### src/rtl/frame_wr_scheduler_pkg.sv
// Shared types, geometry constants and the burst-address helper for the
// frame-buffer write scheduler.
package frame_wr_scheduler_pkg;

   localparam int N_CH   = 3;
   localparam int ADDR_W = 32;
   localparam int CH_W   = (N_CH > 1) ? $clog2(N_CH) : 1;
   localparam int OFF_W  = 16;

   localparam logic [ADDR_W-1:0] BASE_ADDR   = 32'h1000_0000;
   localparam logic [ADDR_W-1:0] BURST_BYTES = 32'd256;
   localparam logic [ADDR_W-1:0] BUF_SPAN    = 32'h0080_0000;

   // Element [i] is the burst budget of channel i.
   localparam logic [N_CH-1:0][31:0] FRAME_BURSTS_DEF = {32'd8100, 32'd8100, 32'd32400};

   typedef logic [CH_W-1:0] ch_idx_t;

   typedef enum logic [1:0] {
      ST_IDLE = 2'd0,
      ST_CMD  = 2'd1,
      ST_WAIT = 2'd2
   } sched_state_e;

   function automatic logic [ADDR_W-1:0] burst_addr(input ch_idx_t ch,
                                                    input logic buf_sel,
                                                    input logic [OFF_W-1:0] off);
      burst_addr = BASE_ADDR
                 + ADDR_W'(ch) * (BUF_SPAN + BUF_SPAN)
                 + (buf_sel ? BUF_SPAN : {ADDR_W{1'b0}})
                 + ADDR_W'(off) * BURST_BYTES;
   endfunction

endpackage

### src/rtl/frame_wr_scheduler_if.sv
// Burst command / completion handshake between the scheduler (master)
// and the AXI write engine (slave).
interface frame_wr_scheduler_if;
   import frame_wr_scheduler_pkg::*;

   logic              cmd_valid;
   logic              cmd_ready;
   logic [ADDR_W-1:0] cmd_addr;
   ch_idx_t           cmd_ch;
   logic              burst_done;

   modport master (output cmd_valid, output cmd_addr, output cmd_ch,
                   input  cmd_ready, input  burst_done);
   modport slave  (input  cmd_valid, input  cmd_addr, input  cmd_ch,
                   output cmd_ready, output burst_done);
endinterface

### src/rtl/frame_wr_scheduler_rr_pick.sv
// Combinational round-robin picker: first requester strictly after ptr,
// wrapping modulo N_CH.
module frame_wr_scheduler_rr_pick
   import frame_wr_scheduler_pkg::*;
(
   input  logic [N_CH-1:0] req,
   input  ch_idx_t         ptr,
   output logic [N_CH-1:0] grant,
   output ch_idx_t         idx,
   output logic            any
);

   always_comb begin
      int      cand_i;
      ch_idx_t cand;
      logic    hit;
      grant  = '0;
      idx    = '0;
      any    = 1'b0;
      cand_i = 0;
      cand   = '0;
      hit    = 1'b0;
      for (int k = 1; k <= N_CH; k++) begin
         cand_i       = int'(ptr) + k;
         cand_i       = (cand_i >= N_CH) ? (cand_i - N_CH) : cand_i;
         cand         = ch_idx_t'(cand_i);
         hit          = !any && req[cand];
         grant[cand]  = grant[cand] | hit;
         idx          = hit ? cand : idx;
         any          = any | hit;
      end
   end

endmodule

### src/rtl/frame_wr_scheduler.sv
// Round-robin, one-burst-at-a-time scheduler sharing the AXI write engine
// between the camera write FIFOs, with ping-pong frame-buffer addressing.
module frame_wr_scheduler
   import frame_wr_scheduler_pkg::*;
#(
   parameter logic [N_CH-1:0][31:0] FRAME_BURSTS = FRAME_BURSTS_DEF
) (
   input  logic                 M_AXI_ACLK,
   input  logic                 M_AXI_ARESET,
   input  logic [N_CH-1:0]      wr_req,
   input  logic [N_CH-1:0]      frame_start,
   frame_wr_scheduler_if.master cmd_if,
   output logic [N_CH-1:0]      wr_grant,
   output logic [N_CH-1:0]      done_buf,
   output logic [N_CH-1:0]      ovf
);

   sched_state_e                state_q, state_d;
   ch_idx_t                     rr_ptr_q, rr_ptr_d;
   logic                        cmd_valid_q, cmd_valid_d;
   logic [ADDR_W-1:0]           cmd_addr_q, cmd_addr_d;
   ch_idx_t                     cmd_ch_q, cmd_ch_d;
   logic [N_CH-1:0]             wr_grant_q, wr_grant_d;
   logic [N_CH-1:0]             done_buf_q, done_buf_d;
   logic [N_CH-1:0]             ovf_q, ovf_d;
   logic [N_CH-1:0]             wr_buf_q, wr_buf_d;
   logic [N_CH-1:0]             pend_fs_q, pend_fs_d;
   logic [N_CH-1:0][OFF_W-1:0]  offset_q, offset_d;

   logic [N_CH-1:0]             elig_s;
   logic [N_CH-1:0]             pick_oh_s;
   ch_idx_t                     pick_idx_s;
   logic                        pick_any_s;

   always_comb begin
      for (int i = 0; i < N_CH; i++) begin
         elig_s[i] = wr_req[i] && !ovf_q[i] && (32'(offset_q[i]) < FRAME_BURSTS[i]);
      end
   end

   frame_wr_scheduler_rr_pick u_rr_pick (
      .req   (elig_s),
      .ptr   (rr_ptr_q),
      .grant (pick_oh_s),
      .idx   (pick_idx_s),
      .any   (pick_any_s)
   );

   always_comb begin
      logic done_s;
      logic owner_s;
      logic fs_apply_s;
      state_d     = state_q;
      rr_ptr_d    = rr_ptr_q;
      cmd_valid_d = cmd_valid_q;
      cmd_addr_d  = cmd_addr_q;
      cmd_ch_d    = cmd_ch_q;
      wr_grant_d  = wr_grant_q;
      done_buf_d  = done_buf_q;
      ovf_d       = ovf_q;
      wr_buf_d    = wr_buf_q;
      pend_fs_d   = pend_fs_q;
      offset_d    = offset_q;
      owner_s     = 1'b0;
      fs_apply_s  = 1'b0;
      done_s      = (state_q == ST_WAIT) && cmd_if.burst_done;

      // A frame_start hitting the burst owner is deferred to its burst_done.
      for (int i = 0; i < N_CH; i++) begin
         owner_s    = (state_q != ST_IDLE) && (cmd_ch_q == ch_idx_t'(i));
         fs_apply_s = 1'b0;
         if (owner_s && done_s) begin
            if (pend_fs_q[i] || frame_start[i]) begin
               fs_apply_s = 1'b1;
            end else begin
               offset_d[i] = offset_q[i] + OFF_W'(1);
            end
            pend_fs_d[i] = 1'b0;
         end else if (owner_s && frame_start[i]) begin
            pend_fs_d[i] = 1'b1;
         end else begin
            fs_apply_s = frame_start[i];
         end

         if (fs_apply_s) begin
            done_buf_d[i] = wr_buf_q[i];
            wr_buf_d[i]   = ~wr_buf_q[i];
            offset_d[i]   = '0;
            ovf_d[i]      = 1'b0;
         end else if (wr_req[i] && (32'(offset_q[i]) == FRAME_BURSTS[i])) begin
            ovf_d[i] = 1'b1;
         end else begin
            ovf_d[i] = ovf_q[i];
         end
      end

      case (state_q)
         ST_IDLE: begin
            if (pick_any_s) begin
               state_d     = ST_CMD;
               cmd_valid_d = 1'b1;
               cmd_ch_d    = pick_idx_s;
               cmd_addr_d  = burst_addr(pick_idx_s, wr_buf_q[pick_idx_s], offset_q[pick_idx_s]);
               wr_grant_d  = pick_oh_s;
            end else begin
               state_d = ST_IDLE;
            end
         end
         ST_CMD: begin
            if (cmd_if.cmd_ready) begin
               state_d     = ST_WAIT;
               cmd_valid_d = 1'b0;
               rr_ptr_d    = cmd_ch_q;
            end else begin
               state_d = ST_CMD;
            end
         end
         ST_WAIT: begin
            if (cmd_if.burst_done) begin
               state_d    = ST_IDLE;
               wr_grant_d = '0;
            end else begin
               state_d = ST_WAIT;
            end
         end
         default: begin
            state_d     = ST_IDLE;
            cmd_valid_d = 1'b0;
            wr_grant_d  = '0;
         end
      endcase
   end

   always_ff @(posedge M_AXI_ACLK or posedge M_AXI_ARESET) begin
      if (M_AXI_ARESET) begin
         state_q     <= ST_IDLE;
         rr_ptr_q    <= ch_idx_t'(N_CH - 1);
         cmd_valid_q <= 1'b0;
         cmd_addr_q  <= '0;
         cmd_ch_q    <= '0;
         wr_grant_q  <= '0;
         done_buf_q  <= '0;
         ovf_q       <= '0;
         wr_buf_q    <= '0;
         pend_fs_q   <= '0;
         offset_q    <= '0;
      end else begin
         state_q     <= state_d;
         rr_ptr_q    <= rr_ptr_d;
         cmd_valid_q <= cmd_valid_d;
         cmd_addr_q  <= cmd_addr_d;
         cmd_ch_q    <= cmd_ch_d;
         wr_grant_q  <= wr_grant_d;
         done_buf_q  <= done_buf_d;
         ovf_q       <= ovf_d;
         wr_buf_q    <= wr_buf_d;
         pend_fs_q   <= pend_fs_d;
         offset_q    <= offset_d;
      end
   end

   assign cmd_if.cmd_valid = cmd_valid_q;
   assign cmd_if.cmd_addr  = cmd_addr_q;
   assign cmd_if.cmd_ch    = cmd_ch_q;
   assign wr_grant         = wr_grant_q;
   assign done_buf         = done_buf_q;
   assign ovf              = ovf_q;

endmodule

### src/flat_wrapper.sv
// flat-port wrapper written by rule: the top's interface ports become plain ports
module frame_wr_scheduler_flat import frame_wr_scheduler_pkg::*;
#(
   parameter logic [N_CH-1:0][31:0] FRAME_BURSTS = FRAME_BURSTS_DEF
)
  (M_AXI_ACLK, M_AXI_ARESET, wr_req, frame_start, wr_grant, done_buf, ovf, cmd_if_cmd_valid, cmd_if_cmd_addr, cmd_if_cmd_ch, cmd_if_cmd_ready, cmd_if_burst_done);
  frame_wr_scheduler_if cmd_if_i ();
  input  logic M_AXI_ACLK;
  input  logic M_AXI_ARESET;
  input  logic [N_CH-1:0] wr_req;
  input  logic [N_CH-1:0] frame_start;
  output logic [N_CH-1:0] wr_grant;
  output logic [N_CH-1:0] done_buf;
  output logic [N_CH-1:0] ovf;
  output wire logic [$bits(cmd_if_i.cmd_valid)-1:0] cmd_if_cmd_valid;
  output wire logic [$bits(cmd_if_i.cmd_addr)-1:0] cmd_if_cmd_addr;
  output wire logic [$bits(cmd_if_i.cmd_ch)-1:0] cmd_if_cmd_ch;
  input wire logic [$bits(cmd_if_i.cmd_ready)-1:0] cmd_if_cmd_ready;
  input wire logic [$bits(cmd_if_i.burst_done)-1:0] cmd_if_burst_done;
  assign cmd_if_cmd_valid = cmd_if_i.cmd_valid;
  assign cmd_if_cmd_addr = cmd_if_i.cmd_addr;
  assign cmd_if_cmd_ch = cmd_if_i.cmd_ch;
  assign cmd_if_i.cmd_ready = cmd_if_cmd_ready;
  assign cmd_if_i.burst_done = cmd_if_burst_done;
  frame_wr_scheduler #(.FRAME_BURSTS(FRAME_BURSTS)) u_core (.M_AXI_ACLK(M_AXI_ACLK), .M_AXI_ARESET(M_AXI_ARESET), .wr_req(wr_req), .frame_start(frame_start), .cmd_if(cmd_if_i), .wr_grant(wr_grant), .done_buf(done_buf), .ovf(ovf));
endmodule
### config.mk
export PLATFORM = sky130hd
export DESIGN_NAME = frame_wr_scheduler_flat
export DESIGN_NICKNAME = d
export VERILOG_FILES = /design/src/rtl/frame_wr_scheduler_pkg.sv /design/src/rtl/frame_wr_scheduler_if.sv /design/src/rtl/frame_wr_scheduler_rr_pick.sv /design/src/rtl/frame_wr_scheduler.sv /design/src/flat_wrapper.sv
export SDC_FILE = /design/constraint.sdc
export NUM_CORES = 1
export LEC_CHECK = 0
export CAP_MARGIN = 5
export CORE_ASPECT_RATIO = 1.5
export CORE_MARGIN = 5
export CORE_UTILIZATION = 57
export DETAILED_ROUTE_END_ITERATION = 8
export PLACE_DENSITY = 0.81
export SLEW_MARGIN = 10
export SYNTH_ARGS = -nofsm -noshare
export SYNTH_HDL_FRONTEND = slang
export SYNTH_SLANG_ARGS = --single-unit
### constraint.sdc
create_clock -name M_AXI_ACLK -period 3.85 [get_ports M_AXI_ACLK]
set_input_delay 0.385 -clock M_AXI_ACLK [delete_from_list [all_inputs] [get_ports M_AXI_ACLK]]
set_output_delay 0.385 -clock M_AXI_ACLK [all_outputs]
set_load 0.02 [all_outputs]
==> results of run 1 <==
cells in the mapped netlist (5+ instances only):
cell type,instances,area share
nor2_1,78,0.057
clkbuf_1,15,0.011
ha_1,11,0.027
buf_2,5,0.0049
nor4_1,6,0.0073
o21ai_0,19,0.019
a211oi_1,26,0.038
inv_1,27,0.020
o31ai_2,6,0.015
o31ai_1,9,0.013
xnor2_1,19,0.032
nor3_1,15,0.015
buf_4,14,0.020
mux2_2,8,0.018
a21oi_1,10,0.0098
xor2_1,20,0.034
dfrtp_1,89,0.43
and2_1,5,0.0061
nand2b_1,5,0.0061
nand2_1,49,0.036
nand4_1,12,0.015
nand3_1,19,0.019
and3_1,8,0.0098
flip-flops by register name, indices dropped and copies added (netlist names):
register,flops
u_core.pend_fs_q,3
u_core.offset_q,48
u_core.ovf,3
u_core.wr_grant,3
u_core.cmd_if.cmd_ch,2
u_core.done_buf,3
u_core.wr_buf_q,3
u_core.cmd_if.cmd_addr,20
u_core.rr_ptr_q,2
u_core.state_q,2
u_core.cmd_if.cmd_valid,1
cells by family after synthesis:
family | count (synthesis) | share of synthesized area
simple gates | 226 | 0.219
compound gates | 109 | 0.165
flops | 90 | 0.439
buf+inv | 65 | 0.0636
xor+xnor | 39 | 0.0666
fa+ha+maj | 11 | 0.0268
mux | 9 | 0.0195
other cells | 1 | 0.000731
routing by layer:
| metal | global-route usage | part of all wire |
|---|---|---|
| met1 | 0.274 | 0.39 |
| met4 | 0.106 | 0.031 |
| met3 | 0.0340 | 0.037 |
| met5 | 0 | 0 |
| met2 | 0.439 | 0.54 |
worst paths after layout:
check / endpoint / slack, ns / cells after the start
setup / recovery: u_core.cmd_if.cmd_addr[24] / 0.39 / 11
hold / removal: u_core.offset_q[35] / 0.32 / 2
setup reg to reg: u_core.cmd_if.cmd_addr[24] / 0.39 / 11
hold reg to reg: u_core.cmd_if.cmd_valid / 0.47 / 2
max in group asynchronous: u_core.rr_ptr_q[1] / 2.70 / 3
min in group M_AXI_ACLK: u_core.cmd_if.cmd_valid / 0.47 / 2
where the power goes:
part / switching (µW) / internal (µW) / total (µW)
sequential: 167 / 1110 / 1270
combinational: 1050 / 643 / 1690
clock: 350 / 538 / 888
total: 1570 / 2290 / 3860
cell type report:
| class | count | share of cell area |
|---|---|---|
| inverters | 27 | 0.0173 |
| multi-input cells | 406 | 0.438 |
| clock inverters | 2 | 0.00592 |
| flip-flops and latches | 90 | 0.381 |
| clock buffers | 14 | 0.0446 |
| repair buffers | 57 | 0.0897 |
| well taps | 110 | 0.0233 |
per-stage QoR:
step | cell area, µm² | util
5_1_grt | 5920 | 0.670
6_report | 5920 | 0.670
3_3_place_gp | 5620 | 0.636
3_5_place_dp | 5620 | 0.636
2_1_floorplan | 5170 | -
4_1_cts | 5920 | 0.670
==> run metrics, run 1 <==
DR pass1 iterations 5; r2r startpoint u_core.rr_ptr_q[0]; maximum VDD drop between 500 and 600 µV; Nets ~600; tightest hold margin 0.317 ns; Placed Cells 690; Post-synth EDFFs 0; delay-heaviest family, CP compound AO/OA/AOI/OAI gates; Core ar. 8830 µm²; setup ws final 0.386 ns; RSZ-0062 raised after global routing false; Synth Register Bits 90; antenna violations before repair 0; Static Leakage roughly 0.0025 µW; vias in the first global route 4210; wire length per cell 18.2 µm; CP Launch Type register; Total Wirelength between 10000 and 15000 µm; hpwl dp 9590 µm; Cell Chain, Critical Path inv_1 > ha_1 > buf_4 > nor2_1 > a32oi_1 > o311ai_4 > o21ai_4 > o21ai_0 > ha_1 > ha_1 > mux2_2; top_reg_cell synth dfrtp_1; Hold Crit Class input port to async pin; Crit. End Element register; Yosys cell types 67; site row count 42; gpl congestion 0.914; via count 4243; slowest stage delay, CP roughly 0.46 ns; final worst-path cycle share 0.900; Residual DRC 0; Max Fanout on Critical Path 18; die span in x 87.5 µm; most common cell after layout, fill and taps aside dfrtp_1; die area 11000 µm²; Global Route Usage Sum 0.242; first-pass GRT wire length 20900 µm; Resized Gates After CTS 0; Tot Pwr 3860 µW; post-synthesis average cell area 9.33 µm²; register area 2250 µm²; CTS H-Tree Depth 3; outcome completed; Ports 54; setup bufs post-CTS 0; cells after synthesis 550; YS warnings 0; TNS Setup 0 ns; Area Overhead vs Synth 15.3%; Die Span Y 126 µm; Seq/Total Area, Yosys 0.439; crit path DAT 3.69 ns; Required @ worst endpoint 4.07 ns; antenna cell count 0; # fillers 715; fmax between 200 and 300 MHz; multi-input logic area 2590 µm²; MaxCap Viol Count 0; CTS tree built; setup slack at placement 0.260 ns; post-synthesis async set-or-reset flop share 1.00; measured slew at the worst slew-check pin slightly below 0.9 ns; Buffers on Ports 41; critical path launch point u_core.rr_ptr_q[0]; most frequent cells in the layout 89 x dfrtp_1, 78 x nor2_1, 49 x nand2_1, 41 x clkdlybuf4s50_1; vias per std cell ~6; initial drt markers 210; layout cell share with drive strength beyond 1 0.0940; final hold vios 0; clock latency on the worst-skew pair 0.35 ns; Slew Limit Headroom 0.411; Final min period 3.46 ns; clock buffer depth 2; Slew Viols, Final 0; largest net degree at the start of global routing 41; Setup Skew 0.00612 ns; Worst Path Buf+Inv 2; total CTS buffers 9; PD cells 652 nW/µm²; CP max stage cell dfrtp_1; Initial Util 0.581; Hold Buf Count CTS 0; kind of critical path register to register; cell mode on critical path ha_1; clk root buf clkbuf_16; Layout Cells excl Fill 706; CTS clk-pin slew, worst paths 0.06 ns; Routed Antenna Nets 0; setup violators final 0; synthesized area 5130 µm²; GRT overflow 0; Clock Sinks 90
(Power assumes the default switching activity.)
==> inputs of run 2 (changes only) <==
Settings changed: CTS_CLUSTER_SIZE set to 28, SLEW_MARGIN 10 to 25.
==> results of run 2 <==
Final layout, timing and power as in run 1 (identical DEF).
==> inputs of run 3 (changes only) <==
Settings changed: CAP_MARGIN 5 to unset.
==> results of run 3 <==
Final layout, timing and power as in run 1 (identical DEF).
